File: src/rtl/stream_mux_rr.sv
// rtl/stream_mux_rr.sv - N-channel stream mux, fixed-select or round-robin, registered output
module stream_mux_rr #(
  parameter int WIDTH = 8,
  parameter int CH    = 4,
  localparam int SEL_W = $clog2(CH)
) (
  input  logic                  clk,
  input  logic                  rst_n,
  input  logic [CH*WIDTH-1:0]   in_data,
  input  logic [CH-1:0]         in_valid,
  output logic [CH-1:0]         in_ready,
  input  logic                  mode,
  input  logic [SEL_W-1:0]      sel,
  output logic [WIDTH-1:0]      out_data,
  output logic [SEL_W-1:0]      out_ch,
  output logic                  out_valid,
  input  logic                  out_ready
);

  logic [WIDTH-1:0] out_data_q,  out_data_d;
  logic [SEL_W-1:0] out_ch_q,    out_ch_d;
  logic             out_valid_q, out_valid_d;
  logic [SEL_W-1:0] ptr_q,       ptr_d;

  logic             accept;
  logic             grant_vld;
  logic [SEL_W-1:0] grant_ch;
  logic [SEL_W-1:0] cand;
  logic [WIDTH-1:0] grant_data;

  // The output stage can take a new word when empty or when it is being drained.
  assign accept = !out_valid_q || out_ready;

  // Grant decision: fixed channel in mode 0, first valid after ptr (wrapping) in mode 1.
  always_comb begin
    grant_vld = 1'b0;
    grant_ch  = '0;
    cand      = '0;
    if (!mode) begin
      if ((int'(sel) < CH) && in_valid[sel]) begin
        grant_vld = 1'b1;
        grant_ch  = sel;
      end
    end else begin
      for (int k = 1; k <= CH; k++) begin
        cand = SEL_W'((int'(ptr_q) + k) % CH);
        if (!grant_vld && in_valid[cand]) begin
          grant_vld = 1'b1;
          grant_ch  = cand;
        end
      end
    end
  end

  // Select the granted channel's data word.
  always_comb begin
    grant_data = '0;
    for (int i = 0; i < CH; i++) begin
      if (grant_ch == SEL_W'(i)) begin
        grant_data = in_data[i*WIDTH +: WIDTH];
      end
    end
  end

  // Ready goes only to the granted channel, and only when the output stage accepts.
  always_comb begin
    in_ready = '0;
    if (rst_n && accept && grant_vld) begin
      for (int i = 0; i < CH; i++) begin
        in_ready[i] = (grant_ch == SEL_W'(i));
      end
    end
  end

  // Next-state for the output register and the round-robin pointer.
  always_comb begin
    out_data_d  = out_data_q;
    out_ch_d    = out_ch_q;
    out_valid_d = out_valid_q;
    ptr_d       = ptr_q;
    if (accept) begin
      if (grant_vld) begin
        out_data_d  = grant_data;
        out_ch_d    = grant_ch;
        out_valid_d = 1'b1;
        ptr_d       = grant_ch;
      end else begin
        out_valid_d = 1'b0;
      end
    end
  end

  // State registers; reset parks the pointer on the last channel so the first search starts at 0.
  always_ff @(posedge clk) begin
    if (!rst_n) begin
      out_data_q  <= '0;
      out_ch_q    <= '0;
      out_valid_q <= 1'b0;
      ptr_q       <= SEL_W'(CH - 1);
    end else begin
      out_data_q  <= out_data_d;
      out_ch_q    <= out_ch_d;
      out_valid_q <= out_valid_d;
      ptr_q       <= ptr_d;
    end
  end

  assign out_data  = out_data_q;
  assign out_ch    = out_ch_q;
  assign out_valid = out_valid_q;

endmodule

File: config.mk
export PLATFORM = sky130hd
export DESIGN_NAME = stream_mux_rr
export DESIGN_NICKNAME = d
export VERILOG_FILES = /design/src/rtl/stream_mux_rr.sv
export SDC_FILE = /design/constraint.sdc
export NUM_CORES = 1
export LEC_CHECK = 0
export CORE_MARGIN = 2
export CORE_UTILIZATION = 37
export DETAILED_ROUTE_END_ITERATION = 10
export GPL_TIMING_DRIVEN = 0
export MAX_ROUTING_LAYER = met4
export PLACE_DENSITY = 0.82
export SYNTH_ARGS = -nofsm -noshare
export SYNTH_HDL_FRONTEND = slang
export SYNTH_SLANG_ARGS = --single-unit
export TNS_END_PERCENT = 30
File: constraint.sdc
create_clock -name clk -period 2.4 [get_ports clk]
set_input_delay 0.36 -clock clk [delete_from_list [all_inputs] [get_ports clk]]
set_output_delay 0.36 -clock clk [all_outputs]
set_load 0.01 [all_outputs]
==> flow_metrics.env <==
export IMPL_hold_viol=0
export IMPL_fin_crit_sh_pct=98.1
export IMPL_dieArea_mm2=0.00297
export IMPL_grt_pass1_wl_um=4330
export IMPL_fill_cells=194
export IMPL_max_vdd_ir_drop_v=0.000376
export IMPL_whs_ns=0.474
export IMPL_slew_viol_final=0
export IMPL_tightest_slew_ns=0.420
export IMPL_drc=0
export IMPL_dr_pass1_iters=4
export IMPL_yosysWarnings=0
export IMPL_dp_hpwl_um=2170
export IMPL_cpLargestDelayFamily="buffers and inverters"
export IMPL_end_kind="primary output"
export IMPL_io_pins=57
export IMPL_synth_area_leaders="dfxtp_1 28%, mux2i_1 20%, o221ai_2 13%"
export IMPL_synth_top_area_cell="dfxtp_1"
export IMPL_setup_viol=0
export IMPL_synthCells=95
export IMPL_synth_seq_area_share_pct=27.6
export IMPL_htreeDepth=1
export IMPL_grt_usage_pct=21.4
export IMPL_worstPathRequired_ns=2.04
export IMPL_die_w_um=54.5
export IMPL_crit_path_top_delay_cell="dfxtp_4"
export IMPL_numCtsBuffers=3
export IMPL_syn_area_per_cell_um2=9.92
export IMPL_path_clk_slew_ns=0.09
export IMPL_seq_area_um2=264
export IMPL_worst_path_buf_inv=3
export IMPL_cp_arrival_ns=2.00
export IMPL_crit_path_cell_trace="or3b_1 -> a211o_1 -> o211ai_4 -> buf_6 -> buf_4 -> nor2_1 -> dlygate4sd2_1"
export IMPL_design_area_mm2=0.00167
export IMPL_synth_top_area_share_pct=27.6
export IMPL_p_seq_share_pct=33.8
export IMPL_fin_crit_ns=2.36
export IMPL_synth_xor_area_share_pct=0
export IMPL_fin_cells=194
export IMPL_p_comb_share_pct=47.7
export IMPL_dp_cells=180
export IMPL_totalWireLength_um=2990
export IMPL_final_util_pct=68.0
export IMPL_grt_setup_unrepaired="false"
export IMPL_hp_class="register to register"
export IMPL_maxSlewHeadroom_pct=72.0
export IMPL_synth_adder_area_share_pct=0
export IMPL_max_stage_delay_ns=0.37
export IMPL_drtIter0Drc=13
export IMPL_clock_path_buffers=2
export IMPL_critical_path_max_fanout=5
export IMPL_nets=207
export IMPL_synth_top_family_by_area="compound AO/OA/AOI/OAI gates"
export IMPL_swShare_pct=31.9
export IMPL_finalSetupTns_ns=0
export IMPL_synth_distinct_cells=33
export IMPL_p_int_uw=522
export IMPL_start_util_pct=38.4
export IMPL_power_frac_clock_pct=18.5
export IMPL_max_freq_mhz=425
export IMPL_grt_max_degree=11
export IMPL_muxShareOfSynthArea_pct=23.8
export IMPL_core_area_mm2=0.00245
export IMPL_synth_simple_area_share_pct=18.3
export IMPL_place_congestion=0.723
export IMPL_start_kind="register"
export IMPL_antenna_found_initial=0
export IMPL_synth_main_ff_cell="dfxtp_1"
export IMPL_power_density_mw_per_mm2=458
export IMPL_viasPerCell=5.27
export IMPL_vias=1023
export IMPL_port_buffers=55
export IMPL_drive_above_1_share_pct=23.8
export IMPL_root_buffer="clkbuf_4"
export IMPL_row_count=18
export IMPL_antenna_cells=0
export IMPL_synth_compound_area_share_pct=25.1
export IMPL_place_area_mm2=0.00153
export IMPL_grt_pass1_vias=943
export IMPL_fp_dieH_um=54.5
export IMPL_cts_sinks=13
export IMPL_wl_per_cell_um=15.4
export IMPL_overflow=0
export IMPL_area_growth_pct=77.3
export IMPL_yosys_register_bits=13
export IMPL_critPathKind="register to primary output"
export IMPL_outcome="completed"
export IMPL_multiInputGateArea_um2=672
export IMPL_cts_hold_buffers_added=0
export IMPL_cap_violations=0
export IMPL_clock_latency_ns=0.28
export IMPL_synth_edf_count=0
export IMPL_antenna_left=0
export IMPL_async_reset_ff_share_pct=0
export IMPL_syn_nets=137
export IMPL_clock_skew_ns=0.00371
export IMPL_power_leakage_nw=0.675
export IMPL_syn_area_um2=942
export IMPL_cts_tree="done"
export IMPL_switching_power_uw=244
==> repair_timing <==
| action | in CTS | in global routing |
|---|---|---|
| pin swaps | 1 | 2 |
| cloned | 0 | 0 |
| setup endpoints to repair | 4 | 4 |
| resized for setup | 19 | 10 |
| buffers inserted | 9 | 1 |
==> kinds of logic after synthesis <==
group	Yosys count
buffers and inverters	7
flip-flops	13
multiplexers	21
AND/OR/NAND/NOR	31
AO/OA/AOI/OAI	23
==> layout make-up <==
class                           count  area share [%]
Buffer                              5            2.62
Clock buffer                        4            1.57
Inverter                            2           0.449
Multi-Input combinational cell     75            40.2
Sequential cell                    13            15.8
Tap cell                           30            2.25
Timing Repair Buffer               65            37.1
==> cells in the mapped netlist (2+ instances only) <==
cell	instances
inv_1	2
nand2_1	12
nand2b_1	2
dfxtp_1	13
o211ai_1	2
o22ai_1	2
a21oi_1	2
nor2_1	4
buf_2	3
mux2i_1	19
nand3b_1	2
or3b_1	2
nor2b_1	3
o221ai_2	8
==> cells in the final DEF, fill, tap and decap left out, drive strengths merged, types with 2 or more instances in the layout <==
master / instances
mux2i: 19
nand2b: 2
or3b: 2
inv: 2
or2: 2
o22ai: 2
buf: 15
a21oi: 2
clkdlybuf4s50: 45
clkbuf: 7
nand3b: 3
dfxtp: 13
dlygate4sd2: 4
o221ai: 9
clkdlybuf4s15: 3
nand2: 12
nor2b: 3
o211ai: 3
nor2: 5
==> power by group through the flow <==
| stage | clock network [mW] | registers, mW | logic, mW |
|---|---|---|---|
| global placement | 0 | 0.262 | 0.316 |
| global route | 0.158 | 0.262 | 0.388 |
| CTS | 0.144 | 0.259 | 0.353 |
| floorplan | 0 | 0.273 | 0.160 |
| detailed placement | 0 | 0.263 | 0.323 |
| finish | 0.142 | 0.259 | 0.365 |
==> sequential cells by signal, summed over array words and instances, names as in the netlist <==
register / cells
out_valid: 1
ptr_q: 2
out_data: 8
out_ch: 2
==> metrics by stage <==
stage | setup WS, ns | total power, mW
finish | 0.0448 | 0.766
global route | 0.000186 | 0.808
CTS | 0.00438 | 0.756
detailed placement | -0.701 | 0.586
global placement | -0.669 | 0.578
floorplan | 0.329 | 0.433
==> per-layer routing <==
metal / routed length [um] / vias up / global-route usage (%)
li1: - / 499 / -
met1: 1230 / 490 / 25.3
met2: 1570 / 28 / 35.1
met3: 127 / 6 / 4.10
met4: 65 / 0 / 9.58
met5: 0 / - / -
==> final timing paths <==
path	start	slack (ns)	cells past startpoint	endpoint
worst max-delay path	ptr_q[0]	0.04	7	in_ready[1]
worst min-delay path	out_data[3]	0.47	2	out_data[3]
worst max register to register	ptr_q[0]	0.43	7	out_data[7]
worst min register to register	out_data[3]	0.47	2	out_data[3]
==> worst register-to-register path, stage by stage, from the launching register on <==
cell and delay (ns):
dfxtp_4 0.37, or3b_1 0.37, a211o_1 0.33, o211ai_4 0.09, buf_4 0.17, buf_8 0.15
mux2i_1 0.26, o221ai_2 0.11
(Power assumes the default switching activity.)
